--- config.mk ---
export PLATFORM = sky130hd
export DESIGN_NAME = l2_cmd_ctrl_flat
export DESIGN_NICKNAME = d
export VERILOG_FILES = /design/src/rtl/l2_pkg.sv /design/src/rtl/l2_cmd_ctrl_if.sv /design/src/rtl/l2_stat_cnt.sv /design/src/rtl/l2_cmd_ctrl.sv /design/src/flat_wrapper.sv
export SDC_FILE = /design/constraint.sdc
export NUM_CORES = 1
export LEC_CHECK = 0
export ABC_CLOCK_PERIOD_IN_PS = 3300
export CAP_MARGIN = 25
export CORE_MARGIN = 1
export CORE_UTILIZATION = 49
export CTS_CLUSTER_SIZE = 28
export DETAILED_ROUTE_END_ITERATION = 8
export GPL_TIMING_DRIVEN = 0
export PLACE_DENSITY = 0.84
export SYNTH_ARGS = -nofsm -noshare
export SYNTH_HDL_FRONTEND = slang
export SYNTH_SLANG_ARGS = --single-unit
--- constraint.sdc ---
create_clock -name clk -period 3.3 [get_ports clk]
set_input_delay 0.33 -clock clk [delete_from_list [all_inputs] [get_ports clk]]
set_output_delay 0.33 -clock clk [all_outputs]
set_load 0.01 [all_outputs]
--- src/rtl/l2_pkg.sv ---
// Shared types and constants for the layer-2 command controller.
package l2_pkg;

   localparam int unsigned BYTE_W = 8;

   typedef enum logic [2:0] {
      IDLE    = 3'd0,
      HDR_LEN = 3'd1,
      LAUNCH  = 3'd2,
      WAIT    = 3'd3,
      STATUS  = 3'd4
   } l2_state_e;

   typedef struct packed {
      logic [BYTE_W-1:0] cmd;
      logic [BYTE_W-1:0] len;
   } l2_hdr_t;

   localparam logic [BYTE_W-1:0] ST_OK      = 8'h00;
   localparam logic [BYTE_W-1:0] ST_L3_ERR  = 8'h01;
   localparam logic [BYTE_W-1:0] ST_TIMEOUT = 8'h02;
   localparam logic [BYTE_W-1:0] ST_ABORT   = 8'h03;
   localparam logic [BYTE_W-1:0] ST_BAD_LEN = 8'h04;

endpackage

--- src/rtl/l2_cmd_ctrl_if.sv ---
// Bundle of FIFO, layer-3, watchdog and debug signals around the layer-2 controller.
interface l2_cmd_ctrl_if #(
   parameter int unsigned CNT_W = 16
);
   import l2_pkg::*;

   logic              spi_cs_n;
   logic              rx_empty;
   logic [BYTE_W-1:0] rx_data;
   logic              rx_rd;
   logic              l3_en;
   logic [BYTE_W-1:0] l3_cmd;
   logic [BYTE_W-1:0] l3_len;
   logic              l3_cmd_done;
   logic              l3_err;
   logic              err_timeout;
   logic              timer_stop;
   logic              tx_full;
   logic              tx_wr;
   logic [BYTE_W-1:0] tx_data;
   logic              busy;
   logic [CNT_W-1:0]  cmd_cnt;
   logic [BYTE_W-1:0] err_cnt;

   modport master (
      input  spi_cs_n, rx_empty, rx_data, l3_cmd_done, l3_err, err_timeout, tx_full,
      output rx_rd, l3_en, l3_cmd, l3_len, timer_stop, tx_wr, tx_data, busy,
             cmd_cnt, err_cnt
   );

   modport slave (
      output spi_cs_n, rx_empty, rx_data, l3_cmd_done, l3_err, err_timeout, tx_full,
      input  rx_rd, l3_en, l3_cmd, l3_len, timer_stop, tx_wr, tx_data, busy,
             cmd_cnt, err_cnt
   );

endinterface

--- src/rtl/l2_stat_cnt.sv ---
// Debug counters: wrapping count of status bytes written, saturating count of error statuses.
module l2_stat_cnt
   import l2_pkg::*;
#(
   parameter int unsigned CNT_W = 16
) (
   input  logic              clk,
   input  logic              rst_n,
   input  logic              wr_i,
   input  logic [BYTE_W-1:0] status_i,
   output logic [CNT_W-1:0]  cmd_cnt_o,
   output logic [BYTE_W-1:0] err_cnt_o
);

   logic [CNT_W-1:0]  cmd_cnt_q, cmd_cnt_d;
   logic [BYTE_W-1:0] err_cnt_q, err_cnt_d;

   always_comb begin
      cmd_cnt_d = cmd_cnt_q;
      err_cnt_d = err_cnt_q;
      if (wr_i) begin
         cmd_cnt_d = cmd_cnt_q + CNT_W'(1);
         if ((status_i != ST_OK) && (err_cnt_q != '1)) begin
            err_cnt_d = err_cnt_q + BYTE_W'(1);
         end
      end
   end

   always_ff @(posedge clk) begin
      if (!rst_n) begin
         cmd_cnt_q <= '0;
         err_cnt_q <= '0;
      end else begin
         cmd_cnt_q <= cmd_cnt_d;
         err_cnt_q <= err_cnt_d;
      end
   end

   assign cmd_cnt_o = cmd_cnt_q;
   assign err_cnt_o = err_cnt_q;

endmodule

--- src/rtl/l2_cmd_ctrl.sv ---
// Layer-2 command controller: pops a (cmd, len) header, launches layer 3, and
// reports one status byte per command to the TX FIFO.
module l2_cmd_ctrl
   import l2_pkg::*;
#(
   parameter int unsigned MAX_LEN = 64,
   parameter int unsigned CNT_W   = 16
) (
   input  logic          clk,
   input  logic          rst_n,
   l2_cmd_ctrl_if.master bus
);

   localparam logic [BYTE_W-1:0] MAX_LEN_B = BYTE_W'(MAX_LEN);

   l2_state_e         state_q, state_d;
   l2_hdr_t           hdr_q, hdr_d;
   logic [BYTE_W-1:0] status_q, status_d;
   logic              timer_stop_q, timer_stop_d;
   logic              pop_c;
   logic              wr_c;

   always_comb begin
      state_d      = state_q;
      hdr_d        = hdr_q;
      status_d     = status_q;
      timer_stop_d = 1'b0;
      pop_c        = 1'b0;
      wr_c         = 1'b0;
      unique case (state_q)
         IDLE: begin
            if (!bus.rx_empty && !bus.spi_cs_n) begin
               pop_c     = 1'b1;
               hdr_d.cmd = bus.rx_data;
               state_d   = HDR_LEN;
            end
         end
         HDR_LEN: begin
            // A frame ending mid-header drops the partial header silently.
            if (bus.spi_cs_n) begin
               state_d = IDLE;
            end else if (!bus.rx_empty) begin
               pop_c     = 1'b1;
               hdr_d.len = bus.rx_data;
               if ((bus.rx_data == '0) || (bus.rx_data > MAX_LEN_B)) begin
                  status_d = ST_BAD_LEN;
                  state_d  = STATUS;
               end else begin
                  state_d  = LAUNCH;
               end
            end
         end
         LAUNCH: begin
            state_d = WAIT;
         end
         WAIT: begin
            // Completion wins over a coincident watchdog expiry.
            if (bus.l3_cmd_done) begin
               status_d = bus.l3_err ? ST_L3_ERR : ST_OK;
               state_d  = STATUS;
            end else if (bus.err_timeout) begin
               status_d = ST_TIMEOUT;
               state_d  = STATUS;
            end else if (bus.spi_cs_n) begin
               status_d     = ST_ABORT;
               timer_stop_d = 1'b1;
               state_d      = STATUS;
            end
         end
         STATUS: begin
            if (!bus.tx_full) begin
               wr_c    = 1'b1;
               state_d = IDLE;
            end
         end
         default: begin
            state_d = IDLE;
         end
      endcase
   end

   always_ff @(posedge clk) begin
      if (!rst_n) begin
         state_q      <= IDLE;
         hdr_q        <= '0;
         status_q     <= ST_OK;
         timer_stop_q <= 1'b0;
      end else begin
         state_q      <= state_d;
         hdr_q        <= hdr_d;
         status_q     <= status_d;
         timer_stop_q <= timer_stop_d;
      end
   end

   l2_stat_cnt #(
      .CNT_W (CNT_W)
   ) u_stat (
      .clk       (clk),
      .rst_n     (rst_n),
      .wr_i      (wr_c),
      .status_i  (status_q),
      .cmd_cnt_o (bus.cmd_cnt),
      .err_cnt_o (bus.err_cnt)
   );

   assign bus.rx_rd      = pop_c;
   assign bus.l3_en      = (state_q == LAUNCH);
   assign bus.l3_cmd     = hdr_q.cmd;
   assign bus.l3_len     = hdr_q.len;
   assign bus.timer_stop = timer_stop_q;
   assign bus.tx_wr      = wr_c;
   assign bus.tx_data    = status_q;
   assign bus.busy       = (state_q != IDLE);

endmodule

--- src/flat_wrapper.sv ---
// flat-port wrapper written by rule: the top's interface ports become plain ports
module l2_cmd_ctrl_flat import l2_pkg::*;
#(
   parameter int unsigned MAX_LEN = 64,
   parameter int unsigned CNT_W   = 16
)
  (clk, rst_n, bus_spi_cs_n, bus_rx_empty, bus_rx_data, bus_l3_cmd_done, bus_l3_err, bus_err_timeout, bus_tx_full, bus_rx_rd, bus_l3_en, bus_l3_cmd, bus_l3_len, bus_timer_stop, bus_tx_wr, bus_tx_data, bus_busy, bus_cmd_cnt, bus_err_cnt);
  l2_cmd_ctrl_if #(.CNT_W(CNT_W)) bus_i ();
  input  logic clk;
  input  logic rst_n;
  input wire logic [$bits(bus_i.spi_cs_n)-1:0] bus_spi_cs_n;
  input wire logic [$bits(bus_i.rx_empty)-1:0] bus_rx_empty;
  input wire logic [$bits(bus_i.rx_data)-1:0] bus_rx_data;
  input wire logic [$bits(bus_i.l3_cmd_done)-1:0] bus_l3_cmd_done;
  input wire logic [$bits(bus_i.l3_err)-1:0] bus_l3_err;
  input wire logic [$bits(bus_i.err_timeout)-1:0] bus_err_timeout;
  input wire logic [$bits(bus_i.tx_full)-1:0] bus_tx_full;
  output wire logic [$bits(bus_i.rx_rd)-1:0] bus_rx_rd;
  output wire logic [$bits(bus_i.l3_en)-1:0] bus_l3_en;
  output wire logic [$bits(bus_i.l3_cmd)-1:0] bus_l3_cmd;
  output wire logic [$bits(bus_i.l3_len)-1:0] bus_l3_len;
  output wire logic [$bits(bus_i.timer_stop)-1:0] bus_timer_stop;
  output wire logic [$bits(bus_i.tx_wr)-1:0] bus_tx_wr;
  output wire logic [$bits(bus_i.tx_data)-1:0] bus_tx_data;
  output wire logic [$bits(bus_i.busy)-1:0] bus_busy;
  output wire logic [$bits(bus_i.cmd_cnt)-1:0] bus_cmd_cnt;
  output wire logic [$bits(bus_i.err_cnt)-1:0] bus_err_cnt;
  assign bus_i.spi_cs_n = bus_spi_cs_n;
  assign bus_i.rx_empty = bus_rx_empty;
  assign bus_i.rx_data = bus_rx_data;
  assign bus_i.l3_cmd_done = bus_l3_cmd_done;
  assign bus_i.l3_err = bus_l3_err;
  assign bus_i.err_timeout = bus_err_timeout;
  assign bus_i.tx_full = bus_tx_full;
  assign bus_rx_rd = bus_i.rx_rd;
  assign bus_l3_en = bus_i.l3_en;
  assign bus_l3_cmd = bus_i.l3_cmd;
  assign bus_l3_len = bus_i.l3_len;
  assign bus_timer_stop = bus_i.timer_stop;
  assign bus_tx_wr = bus_i.tx_wr;
  assign bus_tx_data = bus_i.tx_data;
  assign bus_busy = bus_i.busy;
  assign bus_cmd_cnt = bus_i.cmd_cnt;
  assign bus_err_cnt = bus_i.err_cnt;
  l2_cmd_ctrl #(.MAX_LEN(MAX_LEN), .CNT_W(CNT_W)) u_core (.clk(clk), .rst_n(rst_n), .bus(bus_i));
endmodule
After elaboration in Yosys (flattened, before gate mapping)
Index checks and enable logic that the tools add are counted.
{"block": "classes", "addsub": 2, "magnitude_cmp": 1, "n_eq_ne": 12, "muxes": 24, "n_bitwise": 4, "reduce_logical": 16}
{"operator": "$mux W8", "count": 6}
{"operator": "$mux W3", "count": 8}
{"operator": "$add A16 B1 Y16 const B", "count": 1}
{"operator": "$pmux W8 S2", "count": 1}
{"operator": "$pmux W3 S5", "count": 1}
{"operator": "$add A8 B1 Y8 const B", "count": 1}
{"operator": "$gt A8 B7 Y1 const B", "count": 1}
{"operator": "$logic_not A8 Y1", "count": 1}
{"operator": "$ne A8 B8 Y1 const B", "count": 1}
{"operator": "$reduce_bool A8 Y1", "count": 1}
{"operator": "$mux W1", "count": 7}
{"operator": "$eq A3 B2 Y1 const B", "count": 2}
{"operator": "$ne A2 B2 Y1 const B", "count": 3}
{"operator": "$reduce_and A5 Y1", "count": 1}
{"operator": "$ne A2 B1 Y1 const B", "count": 2}
{"operator": "$ne A4 B4 Y1 const B", "count": 1}
{"operator": "$not A1 Y1", "count": 4}
{"operator": "$reduce_and A2 Y1", "count": 2}
{"operator": "$reduce_and A4 Y1", "count": 1}
{"operator": "$reduce_or A4 Y1", "count": 1}
{"operator": "$eq A3 B1 Y1 const B", "count": 1}
{"operator": "$eq A3 B3 Y1 const B", "count": 1}
{"operator": "$logic_not A3 Y1", "count": 1}
{"operator": "$ne A3 B3 Y1 const B", "count": 1}
{"operator": "7 further kinds", "count": 9}
{"block": "totals", "ff_bits": 52, "inputBits": 16, "out_inout_bits": 53, "word_cells": 66}

Logic depth before layout (Yosys ltp)
Gate-level depths: netlist of run 1.
{"block": "depth", "word_depth": 6, "mapped_depth": 8, "mapped_depth_nobuf": 6}

By module
From an unflattened synthesis of run 1, not the netlist that was laid out.
{"block": "unflattened", "hier_cells": 267, "hier_area_um2": 2255.9}
{"mod": "l2_stat_cnt", "n_inst": 1, "cells_per_inst": 129, "area_per_inst_um2": 1156.1, "seq_area_each_um2": 480.5}
{"mod": "l2_cmd_ctrl", "n_inst": 1, "cells_per_inst": 138, "area_per_inst_um2": 1099.8, "seq_area_each_um2": 460.4}

Worst setup path after synthesis of run 1
Ideal clock, no wire load.
{"block": "synth_path", "kind": "flip-flop to flip-flop", "startpoint": "register u_core.state_q[0]", "endpoint": "register u_core.u_stat.err_cnt_q[7] (netlist: u_core.u_stat.err_cnt_o[7])", "setup_time_ns": 0.071, "t_arrival_ns": 1.793, "required_time_ns": 3.229, "slack_ns": 1.437, "stages_incl_launch_ff": 7, "n_path_buf": 1, "synth_period_minus_slack_ns": 1.863, "cell_sequence": "dfxtp_1 or4b_1 buf_4 inv_6 o31ai_4 or4_1 a21oi_1"}
{"block": "synth_via", "elab_chain_cells": 3}
{"element": "start, declared", "line_no": "l2_cmd_ctrl.sv:16", "source": "l2_state_e state_q, state_d;"}
{"element": "start signal, assigned", "line_no": "l2_cmd_ctrl.sv:89", "source": "state_q <= state_d;"}
{"element": "$eq A3 B3 Y1", "line_no": "l2_cmd_ctrl.sv:30", "source": "unique case (state_q)"}
{"element": "$mux W1", "line_no": "l2_cmd_ctrl.sv:30"}
{"element": "via bus_tx_wr", "line_no": "flat_wrapper.sv:23", "source": "output wire logic [$bits(bus_i.tx_wr)-1:0] bus_tx_wr;"}
{"element": "$reduce_and A2 Y1 (no source line)"}
{"element": "end signal, assigned", "line_no": "l2_stat_cnt.sv:35", "source": "err_cnt_q <= err_cnt_d;"}
{"element": "end, declared", "line_no": "l2_stat_cnt.sv:16", "source": "logic [BYTE_W-1:0] err_cnt_q, err_cnt_d;"}
The timed path passes the listed nets, and every way through them passes these cells.
A chain may end at the register's enable or synchronous reset.

Worst setup path after layout of run 1
{"block": "layout_path", "startpoint": "register u_core.state_q[0]", "endpoint": "output port bus_tx_wr"}
{"block": "layout_via", "elab_chain_cells": 2}
{"element": "$eq A3 B3 Y1", "line_no": "l2_cmd_ctrl.sv:30"}
{"element": "$mux W1", "line_no": "l2_cmd_ctrl.sv:30"}
{"element": "end, declared", "line_no": "flat_wrapper.sv:23"}
No other way between the ends.

==> results_dict.tcl, run 1 <==
set metrics [dict create \
    status "completed" \
    core_sq_um 4090 \
    r2r_setup_slack_ns 1.30 \
    overflow 0 \
    clock.fmax_ghz 0.425 \
    drc 0 \
    final_core_util_pct 70.9 \
    clockRootBuffer "clkbuf_8" \
    r2r_end "u_core.u_stat.cmd_cnt_o[13]" \
    hold_depth 3 \
    layout_commonest_cell "clkdlybuf4s50_1" \
    rr_startpoint "u_core.state_q[0]" \
    rows 23 \
    max_stage_delay_ns 0.54 \
    track_usage_pct 22.5 \
    insertion_delay_ns 0.30 \
    layout.nets 321 \
    synth.avg_cell_area_sq_um 9.20 \
    syn-cell-area_sq_um 2120 \
    fin_crit_sh_pct 71.2 \
    ys_warn_count 0 \
    vias_per_cell 5.22 \
    cts_resized 0 \
    hold_violations 0 \
    setup_viol_count_final 0 \
    synth_top_family_by_area "simple AND/OR/NAND/NOR gates" \
    yosys.area_share.simple_pct 24.8 \
    drive_above_1_share_pct 7.24 \
    layout_min_cycle_time_ns 2.35 \
    grt_pass1_vias 1724 \
    post-cts-setup-buffers 0 \
    path_buf_inv 3 \
    min_from "bus_spi_cs_n" \
    cts-hold-fix-buffers 0 \
    syn_to_final_growth_pct 36.8 \
    maxSlewViolCount 0 \
    p_leak_nw 1.09 \
    relSlewSlack_pct 62.1 \
    clk_pin_slew_worst_paths_ns 0.08 \
    grt_pass1_wl_microns 7670 \
    timing.max_cap.violations 0 \
    hp-class "in -> reg" \
    peakVddDrop_mv 0.290 \
    synth_fa_ha_area_share_pct 1.18 \
    holdPathEnd "u_core.bus.timer_stop" \
    crit_fanout 8 \
    die_h_microns 67.7 \
    slowest_stage "or4b_1" \
    final_cell_mix "clkdlybuf4s50_1, dfxtp_1, nor2_1" \
    grt_max_degree 14 \
    required_ns 2.97 \
    antenna_found_initial 0 \
    clock_skew_ns 0.00486 \
    routed-via-count 1848 \
    synth_cell_type_count 44 \
    clock_sinks 47 \
    tritoncts "yes" \
    cts_buffer_depth 2 \
    hpwl_microns 3370 \
    cts_buffers 5 \
    cp_top_family "buffers and inverters" \
    start_util_pct 51.8 \
    rsz0062_at_grt "no" \
    critical_path_class "reg -> out" \
    async_flop_share_pct 0 \
    synth_compound_area_share_pct 7.74 \
    postSynthCellCount 230 \
    io_pins 69 \
    io_buffers 62 \
    crit_chain "or4b_1, buf_4, inv_6, clkdlybuf4s50_1" \
    dieArea_sq_um 4590 \
    routed_wl_microns 4560 \
    worst_pin_slew_ns 0.569 \
    finalSetupTns_ns 0 \
    cp-end-kind "output pin" \
    ant_nets 0 \
    seq_area_frac_synth_pct 44.4 \
    cp-start-kind "flip-flop" \
    ff2ff_path_depth 6 \
    synth_edf_count 0 \
    wl_per_cell_microns 12.9 \
    diodes 0 \
    critPathArrivalTime_ns 2.02 \
    dr.pass1.iters 4 \
    h-tree-depth 2 \
    fp.dieW_microns 67.7 \
    drtIter0Drc 150 \
    ys.flop_type "dfxtp_1" \
    synthMuxAreaShare_pct 8.98 \
    gp_congestion 0.771 \
    p_per_area_nw_per_um2 358 \
    synth-seq-cells 47 \
    synth_xor_area_share_pct 7.45 \
]
## worst max path at each step
stage / from / end / slack, ns / cells after the start
floorplan: u_core.state_q[0] / u_core.u_stat.err_cnt_o[7] / 1.44 / 6
global placement: bus_tx_full / bus_tx_wr / 0.97 / 5
detailed placement: bus_tx_full / bus_tx_wr / 0.95 / 5
CTS: u_core.state_q[0] / bus_tx_wr / 0.94 / 4
global route: u_core.state_q[0] / bus_tx_wr / 0.88 / 4
finish: u_core.state_q[0] / bus_tx_wr / 0.95 / 4
## through the flow
| step | cells | instance area [sq um] | setup slack (ns) | power (W) | hold slack, ns |
|---|---|---|---|---|---|
| finish | 354 | 2900 | 0.950 | 0.00104 | 0.384 |
| global route | 354 | 2900 | 0.877 | 0.00107 | 0.405 |
| CTS | 354 | 2900 | 0.941 | 0.00104 | 0.389 |
| detailed placement | 346 | 2820 | 0.945 | 0.000708 | 0.475 |
| global placement | 346 | 2820 | 0.966 | 0.000706 | 0.471 |
| floorplan | 234 | 2130 | 1.44 | 0.000654 | 0.406 |
## synthesized netlist by cell type (all sizes together), types with 2 or more instances
| library cell | number | share of area [%] |
|---|---|---|
| dfxtp | 47 | 44 |
| nor2 | 45 | 8.0 |
| mux2i | 19 | 9.0 |
| nand2 | 18 | 3.2 |
| xor2 | 10 | 4.1 |
| buf | 8 | 2.7 |
| xnor2 | 8 | 3.3 |
| clkbuf | 7 | 1.2 |
| nand3 | 7 | 1.7 |
| inv | 6 | 1.3 |
| nand4 | 6 | 1.8 |
| nor4 | 5 | 1.5 |
| a21oi | 4 | 1.1 |
| nor3 | 4 | 1.4 |
| and3 | 3 | 0.89 |
| nand2b | 3 | 0.89 |
| ha | 2 | 1.2 |
| nand3b | 2 | 0.71 |
| nor4bb | 2 | 0.95 |
| o32ai | 2 | 0.83 |
| o41ai | 2 | 0.83 |
| or4 | 2 | 0.71 |
| or4b | 2 | 0.95 |
## area by class of cell
type,instances,area [sq um]
Buffer,15,83.8
Clock buffer,7,76.3
Clock inverter,1,5.00
Fill cell,319,1190
Inverter,6,27.5
Multi-Input combinational cell,166,1080
Sequential cell,47,941
Tap cell,50,62.6
Timing Repair Buffer,62,621
## power by group
| part | internal (W) | switching [W] | leakage, nW |
|---|---|---|---|
| clock network | 0.000149 | 0.000193 | 0.0422 |
| logic | 0.0000583 | 0.0000523 | 0.668 |
| registers | 0.000577 | 0.00000779 | 0.380 |
| total | 0.000784 | 0.000253 | 1.09 |
## logic make-up after synthesis
group / count (synthesis)
DFF: 47
AOI/OAI and AO/OA: 17
buffers and inverters: 21
and+or+nand+nor: 105
other: 1
adders and majority gates: 2
xor gates and xnor gates: 18
muxes: 19
## layer usage
| layer | global-route usage, % | wire (microns) |
|---|---|---|
| met1 | 27.1 | 2010 |
| met2 | 36.3 | 2110 |
| met3 | 7.60 | 346 |
| met4 | 9.57 | 89 |
| met5 | 0 | 0 |
## worst reg2reg max path, cell delays in order, from the launching register on
cell,delay (ns)
dfxtp_1,0.39
or4b_1,0.55
buf_4,0.19
nor3_2,0.36
nand4_1,0.18
xor2_1,0.17
nor2_1,0.05
## flip-flops by register name, indices dropped and copies added, names as in the netlist
register	flops
u_core.u_stat.cmd_cnt_o	16
u_core.u_stat.err_cnt_o	8
u_core.bus.tx_data	3
u_core.bus.timer_stop	1
u_core.bus.l3_cmd	8
u_core.state_q	3
u_core.bus.l3_len	8
No activity file was read; power rests on OpenSTA's default activity.
==> inputs of run 2 (changes only) <==
Settings changed: ABC_CLOCK_PERIOD_IN_PS 3300 to 2050, CORE_UTILIZATION 49 to 41, PLACE_DENSITY 0.84 to 0.75.
Clock period 3.3 ns to 2.05 ns, I/O delays scaled along.
==> run 2 against run 1 <==
  * Setup slack worse by 0.87 ns
  * Sequential cell count stayed put
  * Critical endpoint is now u_core.u_stat.err_cnt_o[7]
  * Sequential share of layout area decreased by 0.55 points
  * Critical path type is now reg -> reg
  * Critical path depth rose by 2
  * Final cell count increased by 4.5%
  * Core utilization down 10 points
  * Sequential power increased by 61%
==> results_dict.tcl, run 2 (synthesis gave the netlist of run 1 again) <==
set metrics [dict create \
    layout_commonest_cell "clkdlybuf4s50_1" \
    largest_register_ffs 16 \
    peakVddDrop_mv 0.357 \
    crit_chain "buf_6, or4b_4, inv_6, o31ai_4, or4_4, a21oi_1" \
    max_stage_delay_ns 0.54 \
    antenna_found_initial 0 \
    overflow 0 \
    cp_top_family "simple AND/OR/NAND/NOR gates" \
    setup_viol_count_final 0 \
    slowest_stage "or4b_4" \
    fillers 428 \
    fp.dieW_microns 73.9 \
    grt_pass1_wl_microns 7400 \
    fin_crit_sh_pct 96.0 \
    status "completed" \
    clock.fmax_ghz 0.508 \
    hpwl_microns 3390 \
    drc 0 \
    final_core_util_pct 60.9 \
    hp-class "in -> reg" \
    rr_startpoint "u_core.state_q[2]" \
    worst_pin_slew_ns 0.593 \
    grt_max_degree 16 \
    required_ns 2.28 \
    h-tree-depth 2 \
    cp-endpoint "u_core.u_stat.err_cnt_o[7]" \
    hold_violations 0 \
    final_cell_mix "clkdlybuf4s50_1, nor2_1, dfxtp_1" \
    layout.nets 320 \
    gp_congestion 0.763 \
    dieArea_sq_um 5450 \
    syn_to_final_growth_pct 39.5 \
    ant_nets 0 \
    cp-start-kind "flip-flop" \
    clockRootBuffer "clkbuf_8" \
    wl_per_cell_microns 12.5 \
    routed-via-count 1875 \
    routed_wl_microns 4630 \
    clock_skew_ns 0.00606 \
    crit_start "u_core.state_q[2]" \
    cts-hold-fix-buffers 0 \
    cts_buffer_depth 2 \
    fin_hold_ws_ns 0.237 \
    crit_fanout 10 \
    rsz0062_at_grt "no" \
    tritoncts "yes" \
    io_buffers 62 \
    grt_pass1_vias 1639 \
    relSlewSlack_pct 60.4 \
    p_per_area_nw_per_um2 609 \
    ff2ff_path_depth 6 \
    rows 25 \
    timing.max_cap.violations 0 \
    cp.depth 6 \
    clock_sinks 47 \
    io_pins 69 \
    clk_pin_slew_worst_paths_ns 0.09 \
    cts_buffers 5 \
    dr.pass1.iters 4 \
    drtIter0Drc 91 \
    track_usage_pct 17.6 \
    core_sq_um 4850 \
    die_h_microns 73.9 \
    critical_path_class "reg -> reg" \
    diodes 0 \
    p_leak_nw 1.11 \
    finalSetupTns_ns 0 \
    path_buf_inv 2 \
    r2r_end "u_core.u_stat.err_cnt_o[7]" \
    drive_above_1_share_pct 8.91 \
    critPathArrivalTime_ns 2.20 \
    layout_min_cycle_time_ns 1.97 \
    cp-end-kind "flip-flop" \
    maxSlewViolCount 0 \
    vias_per_cell 5.07 \
    r2r_setup_slack_ns 0.08 \
    start_util_pct 43.7 \
    insertion_delay_ns 0.30 \
]
run 2: changes by cell type in the layout (fill, tap and decap cells not counted), sizes merged:
cell	delta
clkinv	+1
clkdlybuf4s50	-1
buf	-1
clkbuf	-2
dlygate4sd2	+1
bufinv	+1
run 2: cell type report:
type	instances	area, sq um	area share [%]
timing repair buffer	62	619	21.0
tap	67	83.8	2.84
sequential	47	943	31.9
inverter	6	27.5	0.932
clock inverter	3	43.8	1.48
buffer	14	80.1	2.71
multi-input combinational	166	1090	36.8
clock buffer	5	68.8	2.33
run 2: timing repair:
action,4_1_cts,5_1_grt
setup endpoints to repair,1,9
pin swaps,0,2
setup buffers,0,0
gates resized for setup,3,3
run 2: worst min path at each step:
stage,start,to,slack (ns),depth (start not counted)
after CTS,bus_spi_cs_n,u_core.bus.timer_stop,0.23,3
after global routing,bus_spi_cs_n,u_core.bus.timer_stop,0.24,3
after detailed placement,u_core.bus.l3_len[3],u_core.bus.l3_len[3],0.48,2
final,bus_spi_cs_n,u_core.bus.timer_stop,0.24,3
after global placement,u_core.bus.l3_len[1],u_core.bus.l3_len[1],0.47,2
after floorplan,bus_l3_cmd_done,u_core.bus.timer_stop,0.28,1
run 2: routing by layer:
layer	global-route usage, %	vias up	wire [microns]
met3	4.80	5	297
li1	-	936	-
met5	0	-	0
met2	29.1	50	2150
met4	5.77	0	40
met1	22.1	884	2150
run 2: worst reg2reg max path, stage by stage (launching register included):
cell and delay [ns]:
dfxtp_1 0.34, buf_6 0.13, or4b_4 0.54, inv_6 0.11, o31ai_4 0.12, or4_4 0.53
a21oi_1 0.14
run 2: power by group:
group	internal (W)	leakage [nW]	switching, W
Sequential	0.000929	0.381	0.0000125
Combinational	0.0000940	0.673	0.0000842
Clock	0.000363	0.0581	0.000317
Total	0.00139	1.11	0.000413
run 2: per-stage QoR:
| stage | worst slack [ns] | instance area (sq um) | instances | power [W] |
|---|---|---|---|---|
| floorplan | 0.187 | 2130 | 234 | 0.00105 |
| global placement | -0.119 | 2840 | 363 | 0.00114 |
| detailed placement | -0.149 | 2840 | 363 | 0.00114 |
| CTS | 0.0424 | 2950 | 371 | 0.00181 |
| global route | 0.00838 | 2950 | 370 | 0.00187 |
| finish | 0.0824 | 2950 | 370 | 0.00180 |
